### src/rtl/hps_ps2_pkg.sv
`default_nettype none
// ============================================================================
// Module   : hps_ps2_pkg
// Brief    : Shared serialiser state encoding and PS/2 frame constants.
// Revision : 1.0 - initial release
// ============================================================================
package hps_ps2_pkg;

    localparam int   FRAME_TICKS = 12;
    localparam logic START_BIT   = 1'b0;
    localparam logic STOP_BIT    = 1'b1;

    // Encoding is sequential so D0..D7 -> PAR advances by increment.
    typedef enum logic [3:0] {
        ST_IDLE = 4'd0,
        ST_D0   = 4'd1,
        ST_D1   = 4'd2,
        ST_D2   = 4'd3,
        ST_D3   = 4'd4,
        ST_D4   = 4'd5,
        ST_D5   = 4'd6,
        ST_D6   = 4'd7,
        ST_D7   = 4'd8,
        ST_PAR  = 4'd9,
        ST_STOP = 4'd10,
        ST_DONE = 4'(FRAME_TICKS - 1)
    } tx_state_t;

endpackage
`default_nettype wire

### src/rtl/hps_ps2_multi_tx_chan.sv
`default_nettype none
// ============================================================================
// Module   : ps2_tx_chan
// Brief    : One PS/2 channel: byte FIFO, frame serialiser, status flags.
//            Optional macro PS2_INHIBIT_EN adds host_inhibit handling.
// Revision : 1.0 - initial release
// ============================================================================
module ps2_tx_chan
    import hps_ps2_pkg::*;
#(
    parameter int FIFO_BITS = 3
) (
    input  logic       clk_sys,
    input  logic       reset,
    input  logic       tick,
    input  logic       phase,
    input  logic       wr,
    input  logic [7:0] wr_data,
    input  logic       ovf_clr,
`ifdef PS2_INHIBIT_EN
    input  logic       host_inhibit,
`endif
    output logic       fifo_full,
    output logic       fifo_empty,
    output logic       overflow,
    output logic       busy,
    output logic       ps2_clk,
    output logic       ps2_data
);

    localparam int DEPTH = 2 ** FIFO_BITS;

    logic [7:0]         mem [DEPTH];
    logic [FIFO_BITS:0] wptr;
    logic [FIFO_BITS:0] rptr;
    logic               push;
    logic               pop;
    logic               inhibit;
    tx_state_t          state;
    tx_state_t          state_nxt;
    logic [7:0]         shift;
    logic [7:0]         shift_nxt;
    logic               parity;
    logic               parity_nxt;
    logic               data;
    logic               data_nxt;

`ifdef PS2_INHIBIT_EN
    assign inhibit = host_inhibit;
`else
    assign inhibit = 1'b0;
`endif

    assign fifo_empty = (wptr == rptr);
    assign fifo_full  = (wptr[FIFO_BITS] != rptr[FIFO_BITS]) &&
                        (wptr[FIFO_BITS-1:0] == rptr[FIFO_BITS-1:0]);
    assign push       = wr && !fifo_full;

    assign busy       = (state != ST_IDLE);
    assign ps2_clk    = phase | ~busy;
    assign ps2_data   = data;

    always_ff @(posedge clk_sys) begin
        if (push) begin
            mem[wptr[FIFO_BITS-1:0]] <= wr_data;
        end
    end

    always_ff @(posedge clk_sys or posedge reset) begin
        if (reset) begin
            wptr     <= '0;
            rptr     <= '0;
            overflow <= 1'b0;
        end else begin
            if (push) begin
                wptr <= wptr + (FIFO_BITS+1)'(1);
            end
            if (pop) begin
                rptr <= rptr + (FIFO_BITS+1)'(1);
            end
            // A dropped write outranks a same-cycle clear.
            if (wr && fifo_full) begin
                overflow <= 1'b1;
            end else if (ovf_clr) begin
                overflow <= 1'b0;
            end
        end
    end

    always_ff @(posedge clk_sys or posedge reset) begin
        if (reset) begin
            state  <= ST_IDLE;
            shift  <= '0;
            parity <= 1'b1;
            data   <= STOP_BIT;
        end else begin
            state  <= state_nxt;
            shift  <= shift_nxt;
            parity <= parity_nxt;
            data   <= data_nxt;
        end
    end

    always_comb begin
        state_nxt  = state;
        shift_nxt  = shift;
        parity_nxt = parity;
        data_nxt   = data;
        pop        = 1'b0;
        if (tick) begin
            case (state)
                ST_IDLE: begin
                    // Head byte is only peeked; it leaves the FIFO at DONE.
                    if (!fifo_empty && !inhibit) begin
                        shift_nxt  = mem[rptr[FIFO_BITS-1:0]];
                        parity_nxt = 1'b1;
                        data_nxt   = START_BIT;
                        state_nxt  = ST_D0;
                    end
                end
                ST_D0, ST_D1, ST_D2, ST_D3, ST_D4, ST_D5, ST_D6, ST_D7: begin
                    data_nxt   = shift[0];
                    shift_nxt  = {1'b0, shift[7:1]};
                    parity_nxt = parity ^ shift[0];
                    state_nxt  = tx_state_t'(state + 4'd1);
                end
                ST_PAR: begin
                    data_nxt  = parity;
                    state_nxt = ST_STOP;
                end
                ST_STOP: begin
                    data_nxt  = STOP_BIT;
                    state_nxt = ST_DONE;
                end
                ST_DONE: begin
                    pop       = 1'b1;
                    data_nxt  = STOP_BIT;
                    state_nxt = ST_IDLE;
                end
                default: begin
                    data_nxt  = STOP_BIT;
                    state_nxt = ST_IDLE;
                end
            endcase
            if (inhibit && (state >= ST_D0) && (state <= ST_PAR)) begin
                data_nxt  = STOP_BIT;
                state_nxt = ST_IDLE;
            end
        end
    end

endmodule
`default_nettype wire

### src/rtl/hps_ps2_multi_tx.sv
`default_nettype none
// ============================================================================
// Module   : hps_ps2_multi_tx
// Brief    : NCH-channel PS/2 device emulation sharing one bit-clock divider.
//            Optional macro PS2_INHIBIT_EN adds the host_inhibit input.
// Revision : 1.0 - initial release
// ============================================================================
module hps_ps2_multi_tx
    import hps_ps2_pkg::*;
#(
    parameter  int NCH       = 2,
    parameter  int FIFO_BITS = 3,
    parameter  int PS2DIV    = 1000,
    localparam int CHW       = (NCH > 1) ? $clog2(NCH) : 1
) (
    input  logic           clk_sys,
    input  logic           reset,
    input  logic           wr,
    input  logic [CHW-1:0] wr_ch,
    input  logic [7:0]     wr_data,
    input  logic [NCH-1:0] ovf_clr,
`ifdef PS2_INHIBIT_EN
    input  logic [NCH-1:0] host_inhibit,
`endif
    output logic [NCH-1:0] fifo_full,
    output logic [NCH-1:0] fifo_empty,
    output logic [NCH-1:0] overflow,
    output logic [NCH-1:0] busy,
    output logic [NCH-1:0] ps2_clk,
    output logic [NCH-1:0] ps2_data
);

    localparam int              DIV_W    = $clog2(PS2DIV);
    localparam logic [DIV_W-1:0] DIV_LAST = DIV_W'(PS2DIV - 1);

    logic [DIV_W-1:0] div_cnt;
    logic             phase;
    logic             tick;

    // tick fires on the cycle after phase rises, once per bit period.
    always_ff @(posedge clk_sys or posedge reset) begin
        if (reset) begin
            div_cnt <= '0;
            phase   <= 1'b0;
            tick    <= 1'b0;
        end else begin
            tick <= 1'b0;
            if (div_cnt == DIV_LAST) begin
                div_cnt <= '0;
                phase   <= ~phase;
                tick    <= ~phase;
            end else begin
                div_cnt <= div_cnt + DIV_W'(1);
            end
        end
    end

    for (genvar i = 0; i < NCH; i++) begin : g_chan
        logic chan_wr;

        assign chan_wr = wr && (wr_ch == CHW'(i));

        ps2_tx_chan #(
            .FIFO_BITS (FIFO_BITS)
        ) u_chan (
            .clk_sys      (clk_sys),
            .reset        (reset),
            .tick         (tick),
            .phase        (phase),
            .wr           (chan_wr),
            .wr_data      (wr_data),
            .ovf_clr      (ovf_clr[i]),
`ifdef PS2_INHIBIT_EN
            .host_inhibit (host_inhibit[i]),
`endif
            .fifo_full    (fifo_full[i]),
            .fifo_empty   (fifo_empty[i]),
            .overflow     (overflow[i]),
            .busy         (busy[i]),
            .ps2_clk      (ps2_clk[i]),
            .ps2_data     (ps2_data[i])
        );
    end

endmodule
`default_nettype wire

### config.mk
export PLATFORM = sky130hd
export DESIGN_NAME = hps_ps2_multi_tx
export DESIGN_NICKNAME = d
export VERILOG_FILES = /design/src/rtl/hps_ps2_pkg.sv /design/src/rtl/hps_ps2_multi_tx_chan.sv /design/src/rtl/hps_ps2_multi_tx.sv
export SDC_FILE = /design/constraint.sdc
export NUM_CORES = 1
export LEC_CHECK = 0
export BUFFER_PORTS_ARGS = -buffer_cell sky130_fd_sc_hd__buf_2
export CAP_MARGIN = 20
export CORE_MARGIN = 3
export CORE_UTILIZATION = 55
export CTS_BUF_LIST = sky130_fd_sc_hd__clkbuf_2
export DETAILED_ROUTE_END_ITERATION = 16
export GPL_ROUTABILITY_DRIVEN = 0
export PLACE_DENSITY = 0.82
export RECOVER_POWER = 100
export SLEW_MARGIN = 10
export SYNTH_ARGS = -nofsm -noshare
export SYNTH_HDL_FRONTEND = slang
export SYNTH_SLANG_ARGS = --single-unit
### constraint.sdc
create_clock -name clk_sys -period 5.3 [get_ports clk_sys]
set_input_delay 1.325 -clock clk_sys [delete_from_list [all_inputs] [get_ports clk_sys]]
set_output_delay 1.325 -clock clk_sys [all_outputs]
set_load 0.1 [all_outputs]
* Yosys cells after proc, flatten, opt, wreduce, memory -nomap -nowiden
Memories as Yosys holds them, arrays and structs flattened.
Cells that the tools add are included.
** Word-level totals
- Output and inout bits :: 12
- Memory bits (writable) :: 128
- Memories :: 2
- Input port bits :: 14
- Logic and storage cells :: 119
- Register bits :: 58
** Cells by class
- Mux-type cells :: 30
- Equality and inequality tests :: 31
- $add $sub $neg :: 7
- Bitwise logic cells :: 8
- Reduce and logical (&&, ||, !) cells :: 24
** Memories
- g_chan[0].u_chan.mem :: depth 8, width 8, read ports 1, clocked after memory_dff 0, wr ports 1, line hps_ps2_multi_tx_chan.sv:33 : logic [7:0] mem [DEPTH];
- g_chan[1].u_chan.mem :: depth 8, width 8, read ports 1, clocked after memory_dff 0, wr ports 1, line hps_ps2_multi_tx_chan.sv:33
** Operators by type and width (number)
- $eq A4 B3 Y1 const B :: 8
- $eq A4 B4 Y1 const B :: 8
- $pmux W4 S4 :: 2
- $pmux W8 S2 :: 2
- $add A4 B1 Y4 const B :: 6
- $mux W1 :: 17
- $eq A4 B2 Y1 const B :: 4
- $mux W8 :: 2
- $reduce_or A8 Y1 :: 2
- $add A10 B1 Y10 const B :: 1
- $eq A10 B10 Y1 const B :: 1
- $mux W10 :: 1
- $eq A4 B1 Y1 const B :: 2
- $eq A4 B4 Y1 :: 2
- $logic_and A1 B1 Y1 :: 8
- $logic_not A4 Y1 :: 2
- $mux W4 :: 2
- $reduce_bool A2 Y1 :: 4
- $reduce_bool A4 Y1 :: 2
- $eq A3 B3 Y1 :: 2
- $pmux W1 S3 :: 2
- $reduce_and A3 Y1 :: 2
- $ne A2 B2 Y1 const B :: 2
- $not A1 Y1 :: 4
- 6 further kinds :: 12

* Longest topological paths before layout
Gate-level depths: netlist of the first run.
- Depth after elaboration :: 6
- Gate-level depth with buffers :: 8
- Depth with buffers taken out :: 6

* Cells and area by module
Synthesis of the first run repeated with hierarchy kept, for this count alone.
** Unflattened totals
- Cell total of the unflattened synthesis :: 509
- Area total of the unflattened synthesis :: 8289.2 µm²
** Modules (own cells, without submodules)
- ps2_tx_chan at g_chan[1].u_chan :: area each 3838.7 µm², times used 1, cells each 222, seq. area each 2499.9 µm²
- ps2_tx_chan at g_chan[0].u_chan :: area each 3826.2 µm², times used 1, cells each 228, seq. area each 2499.9 µm²
- hps_ps2_multi_tx :: area each 624.3 µm², times used 1, cells each 59, seq. area each 300.3 µm²

* Worst setup path after synthesis of the first run
No wires, ideal clock.
- Kind :: input-to-reg
- Start :: in wr_ch
- End :: mem g_chan[0].u_chan.mem[0][0], enable pin
- Data required time :: 4.917 ns
- Setup time :: 0.383 ns
- Setup slack :: 2.281 ns
- Path buffers :: 0
- Stages on the path :: 4
- Arrival time :: 2.636 ns
- Cells stage by stage :: nand2b_1 -> a41oi_1 -> nand2b_1 -> nor3_1
** On the way
- Cells in the longest elaborated chain, start to end :: 5
** RTL lines
- start, declared :: line hps_ps2_multi_tx.sv:19 : input logic [CHW-1:0] wr_ch,
- $not A1 Y1 :: line hps_ps2_multi_tx.sv:61 : assign chan_wr = wr && (wr_ch == CHW'(i));
- $logic_and A1 B1 Y1 :: line hps_ps2_multi_tx.sv:61
- $logic_and A1 B1 Y1 :: line hps_ps2_multi_tx_chan.sv:57 : assign push = wr && !fifo_full;
- $mux W1 :: line hps_ps2_multi_tx_chan.sv:64 : if (push) begin
- $mux W1 (implied by the code) :: line hps_ps2_multi_tx_chan.sv:65 : mem[wptr[FIFO_BITS-1:0]] <= wr_data;
- end, declared :: line hps_ps2_multi_tx_chan.sv:33
No other way between the ends.

* Worst setup path after layout of the first run
- Start :: reg g_chan[1].u_chan.rptr[1]
- End :: out fifo_empty[1]
** On the way
- Cells in the longest elaborated chain, start to end :: 1
** RTL lines
- start, declared :: line hps_ps2_multi_tx_chan.sv:35 : logic [FIFO_BITS:0] rptr;
- start signal, assigned :: line hps_ps2_multi_tx_chan.sv:79 : rptr <= rptr + (FIFO_BITS+1)'(1);
- $eq A4 B4 Y1 :: line hps_ps2_multi_tx_chan.sv:54 : assign fifo_empty = (wptr == rptr);
- end, declared :: line hps_ps2_multi_tx.sv:26 : output logic [NCH-1:0] fifo_empty,
No other way between the ends.

==> impl_metrics.py, run 1 <==
metrics = {
    "route": {
        "antenna_left": 0,
        "dr_total_vias": 4436,
        "drc": 0,
        "drt_pass1_iterations": 5,
        "wl_mm": 14.7,
        "via_per_inst": 6.06,
        "wl_per_cell_um": 20.1,
        "drt_iter0_drc": 408,
    },
    "logic_synthesis": {
        "synthesis.area_sq_um": 8280,
        "synth_nets": 546,
        "synth_top_area_share_pct": 46.4,
        "seq_area_frac_synth_pct": 64.0,
        "yosysWarnings": 0,
        "yosysUniqueCellTypes": 54,
        "synth.avg_cell_area_sq_um": 15.9,
        "synthFlopType": "edfxtp_1",
        "ys_ff_latch": 186,
        "ys_async_sr_fraction_pct": 31.2,
        "syn_inst": 519,
        "yosysTopAreaCell": "edfxtp_1",
        "synthTopCellsByArea": "edfxtp_1, dfrtp_1, mux4_1",
        "synth_edf_count": 128,
    },
    "timing": {
        "fin_tns_setup_ns": 0,
        "clock.fmax_mhz": 221,
        "rsz0062_at_grt": "no",
        "slew_headroom_pct": -76.1,
        "whs_ns": 0.491,
        "setup_viol": 0,
        "finalClockSkew_ns": 0.0239,
        "fin_crit_sh_pct": 85.4,
        "worst_pin_slew_ns": 2.64,
        "fin_ws_ns": 0.771,
        "finalHoldViolations": 0,
        "fin_crit_ns": 4.53,
        "maxSlewViolCount": 50,
    },
    "min_path": {
        "hp-start": "div_cnt[0]",
        "hold_path.class": "register to register",
        "min_path_cells": 1,
    },
    "run_status": {
        "status": "finished, violations left",
        "violations": "max-capacitance violations, max-slew violations",
    },
    "final_layout": {
        "final_cell_mix": "edfxtp_1, dfrtp_1, mux2_2, inv_1",
        "fin_util_pct": 58.9,
        "drive_above_1_share_pct": 15.4,
        "nNetsFinal": 562,
        "syn_to_final_growth_pct": 4.11,
        "final_cells": 732,
        "final_common_cell": "edfxtp_1",
        "finish.instance_area_sq_um": 8620,
    },
    "floorplan": {
        "start_util_pct": 56.5,
        "die_h_um": 129,
        "fp.dieW_um": 129,
        "io_pins": 26,
        "coreArea_sq_um": 14600,
        "die_area_sq_um": 16600,
        "rows": 44,
    },
    "grt": {
        "antenna_found_initial": 1,
        "grt_overflow": 0,
        "grt_pass1_wl_mm": 24.2,
        "track_usage_pct": 19.3,
        "grt_max_degree": 50,
        "grt_pass1_vias": 4531,
    },
    "pwr": {
        "total_power_mw": 2.75,
        "cellLeakagePower_nw": 3.16,
        "ir_worst_vdd_mv": 0.145,
        "power_density_nw_per_um2": 319,
    },
    "cts": {
        "cts_buffers": 17,
        "cts.clk_slew.worst_paths_ns": 0.24,
        "cts_root_buffer": "clkbuf_2",
        "worstSkewPairLatency_ns": 0.74,
        "cts_setup_buffers": 0,
        "cts_tree": "done",
        "cts_repair_resize_count": 0,
        "cts_hold_buf": 0,
        "cts.htree.levels": 4,
        "cts.sinks": 186,
        "cts_max_path_buffers": 2,
    },
    "critical_path": {
        "crit_path_start": "g_chan[1].u_chan.rptr[1]",
        "cp-start-kind": "register",
        "crit_required_ns": 3.97,
        "path_class": "register to output port",
        "crit_path_max_fanout": 21,
        "arrival_ns": 3.20,
        "rr_startpoint": "g_chan[1].u_chan.rptr[1]",
        "r2r_cells": 5,
        "end_kind": "output port",
    },
    "placement": {
        "place_inst": 696,
        "detailed_place_hpwl_mm": 9.85,
        "place_ws_ns": 1.71,
        "numPortBuffers": 25,
        "placed_cell_area_sq_um": 8430,
    },
    "flow_run": {
        "cap_violations": 1,
    },
}
==> logic make-up after synthesis <==
| kind of cell | Yosys count | share of synthesized area [%] |
|---|---|---|
| buf+inv | 60 | 3.87 |
| xor+xnor | 33 | 3.49 |
| compound gates | 58 | 5.23 |
| flops | 186 | 64.0 |
| fa+ha+maj | 13 | 1.96 |
| simple gates | 95 | 6.09 |
| mux | 74 | 15.3 |
==> report_power, final <==
group          switching, mW  leakage (nW)  internal, mW
clock network          0.466         0.129         0.175
registers             0.0872          1.92          1.67
logic                  0.244          1.11         0.112
total                  0.797          3.16          1.96
==> synth_stat cells, types with 2 or more instances <==
master     count
a221oi_1       2
a2bb2oi_1      2
nor3_1        10
dfstp_2        4
buf_6          4
nor2b_1       11
and3_1         5
a211oi_1       6
mux4_2         9
o31ai_1        2
ha_1          13
xor2_1        15
buf_2         10
mux4_1        23
xnor2_1       18
nand4_1        6
o22ai_1        9
nor3b_1        2
inv_1         25
mux2i_1        9
nand2b_1      10
o21ai_0        6
a41oi_1        2
dfrtp_1       54
nand2_1       16
o2bb2ai_1      2
buf_4         14
mux2_2        33
a32o_1         2
a21oi_1        6
clkbuf_1       6
o221ai_1       6
o211ai_1       2
nor2_1        21
edfxtp_1     128
and2_1         2
a22o_1         3
nand3_1        5
==> area by class of cell <==
type / count / area (sq um)
fillers: 1074 / 6030
flip-flops and latches: 186 / 5300
multi-input cells: 273 / 2650
well taps: 184 / 230
repair buffers: 32 / 136
clock inverters: 13 / 118
inverters: 25 / 93.8
clock buffers: 18 / 90.1
diodes: 1 / 2.50
==> state kept, by name, summed over array words and instances (netlist names) <==
signal                  cells
g_chan.u_chan.parity        2
g_chan.u_chan.shift        16
g_chan.u_chan.rptr          8
div_cnt                    10
phase                       1
g_chan.u_chan.overflow      2
g_chan.u_chan.mem         128
g_chan.u_chan.state         8
g_chan.u_chan.ps2_data      2
tick                        1
g_chan.u_chan.wptr          8
==> per-layer routing <==
metal | vias up | global-route usage (%) | part of all wire, %
met2 | 130 | 32.1 | 51
met5 | - | 0 | 0
met3 | 17 | 3.69 | 4.4
met4 | 0 | 6.24 | 1.4
met1 | 2267 | 26.0 | 43
li1 | 2022 | - | -
==> final timing paths <==
kind	to	slack, ns
worst max-delay path	fifo_empty[1]	0.77
worst min-delay path	div_cnt[0]	0.49
worst max register to register	g_chan[1].u_chan.mem[0][6]	2.34
worst min register to register	div_cnt[0]	0.49
max in group asynchronous	g_chan[1].u_chan.wptr[1]	2.00
min in group asynchronous	g_chan[1].u_chan.overflow	0.50
==> worst max-delay path, cell delays in order, from the launching register on <==
cell,delay [ns]
dfrtp_1,0.91
xor2_1,0.20
nor4b_1,0.76
clkbuf_2,0.59
No activity file was read; power rests on OpenSTA's default activity.
==> run 2, diff against run 1 <==
- SYNTH_HIERARCHICAL: unset -> 1
==> impl_metrics.py, run 2 <==
metrics = {
    "run_status": {
        "status": "finished, violations left",
        "violations": "max-capacitance violations, max-slew violations",
    },
    "cts": {
        "cts.sinks": 186,
        "cts_max_path_buffers": 2,
        "cts_tree": "done",
        "cts_buffers": 17,
        "cts_root_buffer": "clkbuf_2",
        "cts_hold_buf": 0,
        "cts.clk_slew.worst_paths_ns": 0.23,
        "cts_setup_buffers": 0,
        "worstSkewPairLatency_ns": 0.72,
        "cts_repair_resize_count": 0,
        "cts.htree.levels": 4,
    },
    "timing": {
        "fin_ws_ns": 0.832,
        "slew_headroom_pct": -6.45,
        "rsz0062_at_grt": "no",
        "finalClockSkew_ns": 0.0288,
        "worst_pin_slew_ns": 1.59,
        "clock.fmax_mhz": 224,
        "maxSlewViolCount": 28,
        "fin_crit_ns": 4.47,
        "finalHoldViolations": 0,
        "fin_tns_setup_ns": 0,
        "fin_crit_sh_pct": 84.3,
        "setup_viol": 0,
    },
    "floorplan": {
        "die_h_um": 129,
        "fp.dieW_um": 129,
        "rows": 44,
        "die_area_sq_um": 16600,
        "start_util_pct": 56.6,
        "coreArea_sq_um": 14600,
        "io_pins": 26,
    },
    "grt": {
        "grt_pass1_wl_mm": 22.8,
        "grt_max_degree": 24,
        "grt_pass1_vias": 4211,
        "antenna_found_initial": 0,
        "track_usage_pct": 18.2,
        "grt_overflow": 0,
    },
    "logic_synthesis": {
        "yosys.area_share.simple_pct": 6.11,
        "synth.avg_cell_area_sq_um": 16.3,
        "synth_top_family_by_area": "multiplexers",
        "syn_inst": 509,
        "yosysTopAreaCell": "edfxtp_1",
        "synth_compound_area_share_pct": 4.74,
        "ys_async_sr_fraction_pct": 31.2,
        "yosysMostFrequentCell": "edfxtp_1",
        "seq_area_frac_synth_pct": 63.9,
        "synthFlopType": "edfxtp_1",
        "synth-xor-area-share_pct": 2.85,
        "ys_top_cells_by_count": "edfxtp_1, dfrtp_1, mux2_2",
        "synth_edf_count": 128,
        "synthesis.area_sq_um": 8290,
        "synthAdderAreaFrac_pct": 1.96,
        "yosysWarnings": 6,
        "ys_ff_latch": 186,
        "synth_nets": 536,
        "synthTopCellsByArea": "edfxtp_1, dfrtp_1, mux4_1",
        "synth_mux_area_share_pct": 17.3,
        "yosysUniqueCellTypes": 63,
        "synth_top_area_share_pct": 46.4,
    },
    "final_layout": {
        "n_antenna_cell": 0,
        "final_cells": 736,
        "final_cell_mix": "edfxtp_1, dfrtp_1, mux2_2, inv_1, clkbuf_1",
        "nNetsFinal": 566,
        "fin_util_pct": 59.3,
        "syn_to_final_growth_pct": 4.69,
        "final_common_cell": "edfxtp_1",
        "largest_register_ffs": 128,
        "drive_above_1_share_pct": 17.2,
    },
    "placement": {
        "numPortBuffers": 25,
        "detailed_place_hpwl_mm": 9.61,
        "place_inst": 702,
        "place_ws_ns": 1.73,
    },
    "pwr": {
        "ir_worst_vdd_mv": 0.190,
        "total_power_mw": 2.71,
        "power_density_nw_per_um2": 313,
        "cellLeakagePower_nw": 3.20,
    },
    "critical_path": {
        "arrival_ns": 3.14,
        "crit_required_ns": 3.97,
        "end_kind": "output port",
        "crit_path_max_fanout": 6,
        "path_class": "register to output port",
        "cp-start-kind": "register",
    },
    "route": {
        "wl_mm": 14.3,
        "drt_iter0_drc": 404,
        "antenna_left": 0,
        "drt_pass1_iterations": 5,
        "via_per_inst": 5.84,
        "wl_per_cell_um": 19.4,
        "dr_total_vias": 4297,
        "drc": 0,
    },
    "min_path": {
        "hold_path.class": "register to register",
    },
    "flow_run": {
        "cap_violations": 2,
    },
}
run 2: power breakdown:
part / internal [mW] / switching (mW) / total, mW
logic: 0.106 / 0.247 / 0.353
registers: 1.67 / 0.0760 / 1.74
clock network: 0.172 / 0.446 / 0.619
run 2: area by class of cell:
type / instances / area [sq um]
clock buffers: 20 / 100
multi-input cells: 271 / 2690
inverters: 32 / 120
repair buffers: 31 / 133
flip-flops and latches: 186 / 5300
clock inverters: 12 / 101
fillers: 1107 / 5970
well taps: 184 / 230
run 2: critical path, cell delays in order (launching register included):
cell	delay [ns]
dfrtp_1	0.49
inv_1	0.10
ha_1	0.26
nor3b_1	0.52
or2_2	0.20
clkbuf_1	0.86
run 2: final timing paths:
| check | cells after the start | startpoint | to | slack [ns] |
|---|---|---|---|---|
| max | 5 | g_chan[0].u_chan/state[0] | ps2_clk[0] | 0.83 |
| min | 1 | div_cnt[9] | div_cnt[9] | 0.48 |
| max reg2reg | 6 | g_chan[1].u_chan/state[0] | g_chan[1].u_chan/shift[4] | 2.04 |
| min reg2reg | 1 | div_cnt[9] | div_cnt[9] | 0.48 |
| max in group asynchronous | 2 | reset | g_chan[0].u_chan/shift[4] | 3.97 |
| min in group asynchronous | 2 | reset | div_cnt[7] | 0.57 |
run 2: kinds of logic after synthesis:
| kind of cell | after synthesis |
|---|---|
| AO/OA/AOI/OAI | 50 |
| XOR/XNOR | 27 |
| adder cells (fa/ha/maj) | 13 |
| buffers and inverters | 52 |
| flip-flops | 186 |
| multiplexers | 91 |
| AND/OR/NAND/NOR | 90 |
run 2: metrics by stage:
| stage | instance area (sq um) | hold slack (ns) |
|---|---|---|
| finish | 8680 | 0.475 |
| detailed placement | 8550 | 0.448 |
| global route | 8680 | 0.502 |
| CTS | 8750 | 0.475 |
| global placement | 8540 | 0.437 |
| floorplan | 8290 | 0.424 |
run 2: routing by layer:
metal | GRT usage (%) | part of all wire [%] | vias to the layer above
met4 | 5.19 | 0.95 | 0
met2 | 27.3 | 47 | 111
li1 | - | - | 2018
met1 | 27.5 | 47 | 2158
met5 | 0 | 0 | -
met3 | 3.49 | 4.8 | 10
